===== config.mk =====
export PLATFORM = sky130hd
export DESIGN_NAME = fetch_predictor
export DESIGN_NICKNAME = d
export VERILOG_FILES = /design/src/rtl/fetch_predictor.sv
export SDC_FILE = /design/constraint.sdc
export NUM_CORES = 1
export LEC_CHECK = 0
export CORE_MARGIN = 3
export CORE_UTILIZATION = 61
export CTS_BUF_LIST = sky130_fd_sc_hd__clkbuf_2
export DETAILED_ROUTE_END_ITERATION = 16
export PLACE_DENSITY = 0.8
export SYNTH_ARGS = -nofsm -noshare
export SYNTH_HDL_FRONTEND = slang
export SYNTH_SLANG_ARGS = --single-unit

===== constraint.sdc =====
create_clock -name clk -period 11.77 [get_ports clk]
set_clock_uncertainty 0.1 [all_clocks]
set_input_delay 2.9425 -clock clk [delete_from_list [all_inputs] [get_ports clk]]
set_output_delay 2.9425 -clock clk [all_outputs]
set_load 0.02 [all_outputs]

===== src/rtl/fetch_predictor.sv =====
// Fetch-stage next-PC predictor: direct-mapped BTB with 2-bit counters, RAS-assisted returns.
// Optional performance counters are enabled by defining FETCH_PRED_PERF_EN.
`ifndef XLEN
`define XLEN 32
`endif

module fetch_predictor #(
    parameter int                BTB_ENTRIES = 16,
    parameter int                BTB_IDX_W   = 4,
    parameter logic [`XLEN-1:0]  RESET_PC    = 32'h0000_0000
) (
    input  logic              clk,
    input  logic              reset,
    input  logic              stall,
    input  logic              fetch_valid,
    input  logic [`XLEN-1:0]  fetch_pc,
    input  logic [`XLEN-1:0]  ras_top,
    input  logic              ras_valid,
    input  logic              ex_redirect,
    input  logic [`XLEN-1:0]  ex_redirect_pc,
    input  logic              upd_valid,
    input  logic [`XLEN-1:0]  upd_pc,
    input  logic [`XLEN-1:0]  upd_target,
    input  logic              upd_taken,
    input  logic [1:0]        upd_type,
    output logic              pred_valid,
    output logic [`XLEN-1:0]  pred_pc,
    output logic              pred_taken,
    output logic              pred_is_call,
    output logic              pred_is_return
`ifdef FETCH_PRED_PERF_EN
    ,
    output logic [31:0]       perf_lookups,
    output logic [31:0]       perf_hits,
    output logic [31:0]       perf_redirects
`endif
);

    localparam int TAG_W = `XLEN - BTB_IDX_W - 2;

    localparam logic [1:0] TYPE_BRANCH = 2'b00;
    localparam logic [1:0] TYPE_CALL   = 2'b10;
    localparam logic [1:0] TYPE_RETURN = 2'b11;

    function automatic logic [1:0] sat_ctr(input logic [1:0] ctr, input logic up);
        if (up)
            return (ctr == 2'd3) ? 2'd3 : ctr + 2'd1;
        else
            return (ctr == 2'd0) ? 2'd0 : ctr - 2'd1;
    endfunction

    logic             r_valid  [BTB_ENTRIES];
    logic [TAG_W-1:0] r_tag    [BTB_ENTRIES];
    logic [`XLEN-1:0] r_target [BTB_ENTRIES];
    logic [1:0]       r_type   [BTB_ENTRIES];
    logic [1:0]       r_ctr    [BTB_ENTRIES];

    logic             r_pred_valid_p1;
    logic [`XLEN-1:0] r_pred_pc_p1;
    logic             r_pred_taken_p1;
    logic             r_pred_call_p1;
    logic             r_pred_ret_p1;

    logic [BTB_IDX_W-1:0] w_idx;
    logic [TAG_W-1:0]     w_tag;
    logic                 w_hit;
    logic [1:0]           w_type;
    logic                 w_taken;
    logic [`XLEN-1:0]     w_target;
    logic [`XLEN-1:0]     w_next;
    logic                 w_is_call;
    logic                 w_is_ret;

    logic [BTB_IDX_W-1:0] w_upd_idx;
    logic [TAG_W-1:0]     w_upd_tag;
    logic                 w_upd_hit;
    logic                 w_unused;

    assign w_unused = ^upd_pc[1:0];

    // Lookup stage: combinational from fetch_pc, sees table contents before this cycle's update.
    always_comb begin
        w_idx     = fetch_pc[BTB_IDX_W+1:2];
        w_tag     = fetch_pc[`XLEN-1:BTB_IDX_W+2];
        w_hit     = r_valid[w_idx] && (r_tag[w_idx] == w_tag);
        w_type    = r_type[w_idx];
        w_taken   = w_hit && ((w_type != TYPE_BRANCH) || (r_ctr[w_idx] >= 2'd2));
        w_target  = r_target[w_idx];
        if (w_type == TYPE_RETURN && ras_valid)
            w_target = ras_top;
        w_next    = w_taken ? w_target : fetch_pc + `XLEN'(4);
        w_is_call = w_hit && (w_type == TYPE_CALL);
        w_is_ret  = w_hit && (w_type == TYPE_RETURN);
    end

    always_comb begin
        w_upd_idx = upd_pc[BTB_IDX_W+1:2];
        w_upd_tag = upd_pc[`XLEN-1:BTB_IDX_W+2];
        w_upd_hit = r_valid[w_upd_idx] && (r_tag[w_upd_idx] == w_upd_tag);
    end

    // Output register stage (p1): redirect beats stall, stall freezes everything else.
    always_ff @(posedge clk) begin
        if (reset) begin
            r_pred_valid_p1 <= 1'b0;
            r_pred_pc_p1    <= RESET_PC;
            r_pred_taken_p1 <= 1'b0;
            r_pred_call_p1  <= 1'b0;
            r_pred_ret_p1   <= 1'b0;
        end else if (ex_redirect) begin
            r_pred_valid_p1 <= 1'b1;
            r_pred_pc_p1    <= ex_redirect_pc;
            r_pred_taken_p1 <= 1'b0;
            r_pred_call_p1  <= 1'b0;
            r_pred_ret_p1   <= 1'b0;
        end else if (!stall) begin
            r_pred_valid_p1 <= fetch_valid;
            if (fetch_valid) begin
                r_pred_pc_p1    <= w_next;
                r_pred_taken_p1 <= w_taken;
                r_pred_call_p1  <= w_is_call;
                r_pred_ret_p1   <= w_is_ret;
            end else begin
                r_pred_taken_p1 <= 1'b0;
                r_pred_call_p1  <= 1'b0;
                r_pred_ret_p1   <= 1'b0;
            end
        end
    end

    assign pred_valid     = r_pred_valid_p1;
    assign pred_pc        = r_pred_pc_p1;
    assign pred_taken     = r_pred_taken_p1;
    assign pred_is_call   = r_pred_call_p1;
    assign pred_is_return = r_pred_ret_p1;

    // Training: entries become valid only on a taken resolution (hit keeps it valid, miss allocates).
    always_ff @(posedge clk) begin
        if (reset) begin
            for (int i = 0; i < BTB_ENTRIES; i++)
                r_valid[i] <= 1'b0;
        end else if (upd_valid && upd_taken) begin
            r_valid[w_upd_idx] <= 1'b1;
        end
    end

    always_ff @(posedge clk) begin
        if (!reset && upd_valid) begin
            if (w_upd_hit) begin
                r_ctr[w_upd_idx] <= sat_ctr(r_ctr[w_upd_idx], upd_taken);
                if (upd_taken) begin
                    r_target[w_upd_idx] <= upd_target;
                    r_type[w_upd_idx]   <= upd_type;
                end
            end else if (upd_taken) begin
                r_tag[w_upd_idx]    <= w_upd_tag;
                r_target[w_upd_idx] <= upd_target;
                r_type[w_upd_idx]   <= upd_type;
                r_ctr[w_upd_idx]    <= 2'd2;
            end
        end
    end

`ifdef FETCH_PRED_PERF_EN
    logic [31:0] r_perf_lookups;
    logic [31:0] r_perf_hits;
    logic [31:0] r_perf_redirects;

    always_ff @(posedge clk) begin
        if (reset) begin
            r_perf_lookups   <= '0;
            r_perf_hits      <= '0;
            r_perf_redirects <= '0;
        end else begin
            if (!stall && fetch_valid)
                r_perf_lookups <= r_perf_lookups + 32'd1;
            if (!stall && fetch_valid && w_hit)
                r_perf_hits <= r_perf_hits + 32'd1;
            if (ex_redirect)
                r_perf_redirects <= r_perf_redirects + 32'd1;
        end
    end

    assign perf_lookups   = r_perf_lookups;
    assign perf_hits      = r_perf_hits;
    assign perf_redirects = r_perf_redirects;
`endif

endmodule


==> results_dict.tcl, run 1 <==
set metrics [dict create \
    status "finished clean" \
    cp-start-kind "input pin" \
    synth_cell_types 66 \
    crit_path_end_kind "flop" \
    slew_violations 0 \
    ys_seq_area_share_pct 67.5 \
    worstPathArrival_ns 8.28 \
    rsz0062_at_grt "false" \
    ir_drop_v 0.000102 \
    worstSetupPathType "input pin to flop" \
    dpl_cell_area_um2 48900 \
    p_leak_nw 17.0 \
    async_reset_ff_share_pct 0 \
    synth_top_family_by_area "multiplexers" \
    path_cells "clkbuf_8 -> buf_4 -> mux4_2 -> mux4_2 -> xnor2_1 -> nand4_1 -> or4_4 -> nor4_4 -> buf_4 -> nor2_2 -> or3_1 -> nor2_1" \
    netlist_area_um2 45700 \
    htree_levels 4 \
    syn_nets 2591 \
    coreArea_um2 73600 \
    via_per_inst 6.86 \
    synthSimpleGateAreaFrac_pct 3.78 \
    syn_inst 2420 \
    cts_sinks 1044 \
    start_util_pct 62.0 \
    path_max_fanout 49 \
    dieArea_um2 78200 \
    antenna_found_initial 14 \
    hp-class "flop to flop" \
    cts_buffers 241 \
    routed_wl_um 126000 \
    dr.pass1.iters 7 \
    synth-main-ff-cell "edfxtp_1" \
    hold_viol_final 0 \
    cts_resized 0 \
    clockBufferDepth 3 \
    drc 0 \
    root_buffer "clkbuf_2" \
    synth_top_area_cell "edfxtp_1" \
    die-width_um 280 \
    fin_cells 3940 \
    slowest_delay_ns 0.80 \
    worst_pin_slew_ns 1.14 \
    die_y_um 280 \
    area_growth_pct 12.1 \
    synthMuxAreaShare_pct 22.4 \
    wl_per_cell_um 32.0 \
    antenna_left 0 \
    finalCritPeriodShare_pct 61.8 \
    grt_pass1_wl_um 182000 \
    hpwlAfterDp_um 74100 \
    insertion_delay_ns 1.52 \
    placed_cells 3494 \
    final_common_cell "edfxtp_1" \
    clk_pin_slew_ns 0.11 \
    drtIter0Drc 3610 \
    cp_top_family "simple AND/OR/NAND/NOR gates" \
    place.gp.congestion 0.917 \
    cap_violations 0 \
    path_buf_inv 3 \
    io_buffers 203 \
    post-cts-setup-buffer-count 0 \
    powerDensity_nw_per_um2 139 \
    synth-adder-area-share_pct 0.0274 \
    rows 99 \
    io_pins 206 \
    ctsHoldBuffers 0 \
    yosysWarnings 0 \
    synth-seq-cells 1044 \
    maxSlewHeadroom_pct 24.0 \
    nets 2949 \
    drive_above_1_share_pct 29.7 \
    fin_area_um2 51200 \
    cts_tree "yes" \
    cpMaxStageDelayCell "buf_4" \
    cp_data_required_time_ns 12.77 \
    grt_overflow 0 \
    max_freq_ghz 0.137 \
    grt_max_degree 127 \
    synth_edf_count 992 \
    syn_area_per_cell_um2 18.9 \
    period_needed_ns 7.28 \
    synth-xor-area-share_pct 1.23 \
    synth-compound-area-share_pct 3.21 \
    vias 27000 \
    fill_cells 4690 \
    grt_pass1_vias 27800 \
    synth.area.top_cells "edfxtp_1 (65%), mux4_2 (18%), mux2i_1 (3.6%)" \
    final_cell_mix "edfxtp_1 (992), mux4_2 (372), clkbuf_2 (351), clkdlybuf4s50_1 (195), mux2i_1 (166)" \
    setup_viol 0 \
    tns_ns 0 \
    track_usage_pct 32.7 \
    yosysTopAreaCellShare_pct 65.3 \
]
-- cell families after synthesis --
group | after synthesis
buffers and inverters | 200
AOI/OAI and AO/OA | 206
and+or+nand+nor | 350
xor gates and xnor gates | 64
adders and majority gates | 1
muxes | 555
DFF | 1044
-- tightest hold or removal path, stage by stage, from the launching register on --
cell,delay (ns)
dfxtp_1,0.33
inv_1,0.05
o21ai_0,0.07
-- cells in the mapped netlist (34+ instances only) --
cell and n:
clkbuf_1 78, a22oi_1 62, mux4_2 372, dfxtp_1 52, nor2_1 110, edfxtp_1 992
buf_2 35, xnor2_1 56, mux2i_1 166, nand2_1 76, inv_1 46, buf_1 34
-- registers in the layout, indices dropped and copies added, names as in the netlist --
signal	flops
pred_taken	1
r_valid	16
r_type	32
pred_is_return	1
r_ctr	32
r_tag	416
pred_is_call	1
pred_valid	1
r_target	512
pred_pc	32
-- cell type report --
| type | instances | area (um^2) | area share, % |
|---|---|---|---|
| Clock inverter | 87 | 527 | 1.03 |
| Inverter | 47 | 179 | 0.349 |
| Timing Repair Buffer | 268 | 2550 | 4.98 |
| Multi-Input combinational cell | 1176 | 14100 | 27.6 |
| Antenna cell | 8 | 20.0 | 0.0391 |
| Sequential cell | 1044 | 30800 | 60.2 |
| Tap cell | 959 | 1200 | 2.34 |
| Clock buffer | 351 | 1760 | 3.43 |
-- through the flow --
| stage | hold WS, ns | setup WS (ns) | power [mW] | util [%] |
|---|---|---|---|---|
| 6_report | 0.392 | 4.49 | 7.10 | 69.6 |
| 3_5_place_dp | 0.366 | 3.06 | 4.83 | 66.5 |
| 3_3_place_gp | 0.365 | 3.13 | 4.82 | 66.5 |
| 5_1_grt | 0.416 | 4.38 | 7.38 | 69.6 |
| 4_1_cts | 0.387 | 4.64 | 7.14 | 69.6 |
| 2_1_floorplan | 0.352 | 4.09 | 4.56 | - |
-- final timing paths --
check | start | endpoint | slack, ns | depth (start not counted)
worst min register to register | r_valid[5]$_DFF_P_ | r_valid[5]$_DFF_P_ | 0.39 | 2
worst max-delay path | upd_pc[2] | r_ctr[4][1]$_DFFE_PP_ | 4.49 | 12
worst max register to register | r_tag[6][16]$_DFFE_PP_ | r_ctr[4][1]$_DFFE_PP_ | 6.97 | 10
worst min-delay path | r_valid[5]$_DFF_P_ | r_valid[5]$_DFF_P_ | 0.39 | 2
-- where the power goes --
| group | total [mW] | internal [mW] | switching (mW) |
|---|---|---|---|
| Clock | 2.35 | 0.874 | 1.47 |
| Sequential | 4.11 | 4.10 | 0.0148 |
| Combinational | 0.647 | 0.283 | 0.363 |
-- metal layers --
metal	vias to the layer above	track usage [%]	part of all wire (%)	wire, um
li1	11000	-	-	-
met1	13700	43.1	34	43400
met2	2001	51.6	48	61200
met3	334	10.3	13	16600
met4	12	13.4	4.0	5030
met5	-	0	0.053	67
Note: power is estimated with default switching activity, not from simulation.
==> run 2: changes to the inputs <==
Settings changed: CORE_UTILIZATION 61 to 57, PLACE_DENSITY 0.8 to 0.79.
Clock period 11.77 ns to 6.5 ns, I/O delays scaled along.
==> run 2 against run 1 <==
Against the previous run: core utilization decreased by 3.8 points; sequential share of layout area is 0.97 points lower; combinational power rose by 87%; critical path depth fell by 1; non-clock buffer count grew 49; largest cell class unchanged; cell area up 1.6%; worst setup slack got worse by 2.8 ns; register-to-register slack got worse by 4.8 ns; highest routed layer unchanged; global-route usage is 1.5 points lower; via count grew 2.5%.
==> results_dict.tcl, run 2 (same netlist as run 1, synthesis figures left out) <==
set metrics [dict create \
    status "finished clean" \
    path_cells "buf_4 -> buf_4 -> mux4_2 -> mux4_2 -> xnor2_1 -> nand4_1 -> or4_4 -> nor4_4 -> nor2_2 -> or3_1 -> nor2_1" \
    register_area_um2 30800 \
    drc 0 \
    root_buffer "clkbuf_2" \
    coreArea_um2 79100 \
    track_usage_pct 31.2 \
    cts_sinks 1044 \
    io_pins 206 \
    io_buffers 203 \
    rows 103 \
    die_y_um 289 \
    hp-class "flop to flop" \
    ir_drop_v 0.000199 \
    period_needed_ns 4.77 \
    final_cell_mix "edfxtp_1 (992), clkbuf_2 (386), mux4_2 (372), clkdlybuf4s50_1 (195), mux2i_1 (166)" \
    final_common_cell "edfxtp_1" \
    die-width_um 289 \
    vias 27700 \
    path_max_fanout 55 \
    crit_path_end_kind "flop" \
    p_leak_nw 17.5 \
    worst_pin_slew_ns 1.33 \
    start_util_pct 57.7 \
    hold_ws_ns 0.395 \
    clk_pin_slew_ns 0.10 \
    hpwlAfterDp_um 79700 \
    top_regs "r_target x512, r_tag x416" \
    grt_max_degree 78 \
    grt_overflow 0 \
    drive_above_1_share_pct 31.5 \
    regMostFlops "r_target" \
    worstPathArrival_ns 5.75 \
    htree_levels 5 \
    cts_tree "yes" \
    dp_slack_ns 0.378 \
    fill_cells 5322 \
    tns_ns 0 \
    hold_viol_final 0 \
    powerDensity_nw_per_um2 250 \
    cap_violations 0 \
    wl_per_cell_um 31.1 \
    insertion_delay_ns 1.48 \
    drtIter0Drc 3906 \
    largest_reg_flops 512 \
    antenna_found_initial 16 \
    finalPower_mw 13.0 \
    grt_pass1_wl_um 187000 \
    via_per_inst 6.73 \
    setup_ws_ns 1.73 \
    cts_buffers 275 \
    grt_pass1_vias 28700 \
    cts_resized 0 \
    multi_input_area_um2 14100 \
    setup_viol 0 \
    dieArea_um2 83500 \
    maxSlewHeadroom_pct 11.3 \
    place.gp.congestion 0.961 \
    cp_data_required_time_ns 7.48 \
    antenna_left 0 \
    routed_wl_um 128000 \
    cpMaxStageDelayCell "buf_4" \
    rsz0062_at_grt "false" \
    nets 3032 \
    post-cts-setup-buffer-count 0 \
    dr.pass1.iters 9 \
    cp-start-kind "input pin" \
    worstSetupPathType "input pin to flop" \
    finalCritPeriodShare_pct 73.4 \
    area_growth_pct 14.0 \
    max_freq_ghz 0.210 \
    ctsHoldBuffers 0 \
    slowest_delay_ns 0.67 \
    slew_violations 0 \
    clockBufferDepth 4 \
]
run 2: metal layers:
metal | track usage [%] | wire (um) | part of all wire, % | vias to the layer above
li1 | - | - | - | 11200
met2 | 48.1 | 61200 | 48 | 2056
met3 | 9.89 | 16100 | 13 | 353
met5 | 0 | 110 | 0.086 | -
met4 | 12.3 | 4740 | 3.7 | 14
met1 | 42.1 | 46000 | 36 | 14100
run 2: critical path, delay by kind of cell:
kind                   cells  cell delay (ns)
multiplexers               2             0.79
XOR/XNOR                   1             0.41
buffers and inverters      2             0.96
AND/OR/NAND/NOR            6             1.92
run 2: stage by stage:
| step | util, % | cells | area (um^2) |
|---|---|---|---|
| after floorplan | - | 2420 | 45700 |
| after global placement | 62.7 | 3634 | 49600 |
| after detailed placement | 62.7 | 3634 | 49600 |
| after CTS | 65.7 | 4098 | 52000 |
| after global routing | 65.7 | 4106 | 52000 |
| final | 65.8 | 4119 | 52000 |
run 2: power breakdown:
part | switching, mW | internal (mW) | total, mW
sequential | 0.0283 | 7.41 | 7.44
combinational | 0.672 | 0.537 | 1.21
clock | 2.59 | 1.75 | 4.34
run 2: worst paths after layout:
kind	depth (start not counted)	slack, ns	end	from
worst min-delay path	2	0.40	r_valid[8]$_DFF_P_	r_valid[8]$_DFF_P_
worst max register to register	9	2.21	pred_pc[30]$_SDFFE_PP0P_	r_tag[7][8]$_DFFE_PP_
worst min register to register	2	0.40	r_valid[8]$_DFF_P_	r_valid[8]$_DFF_P_
worst max-delay path	11	1.73	r_ctr[4][1]$_DFFE_PP_	upd_pc[3]
run 2: final cells by class:
class                           instances  share of cell area [%]
Antenna cell                           21                   0.101
Multi-Input combinational cell       1176                    27.2
Tap cell                             1050                    2.52
Inverter                               47                   0.344
Clock inverter                         78                   0.808
Timing Repair Buffer                  317                    6.11
Sequential cell                      1044                    59.2
Clock buffer                          386                    3.71
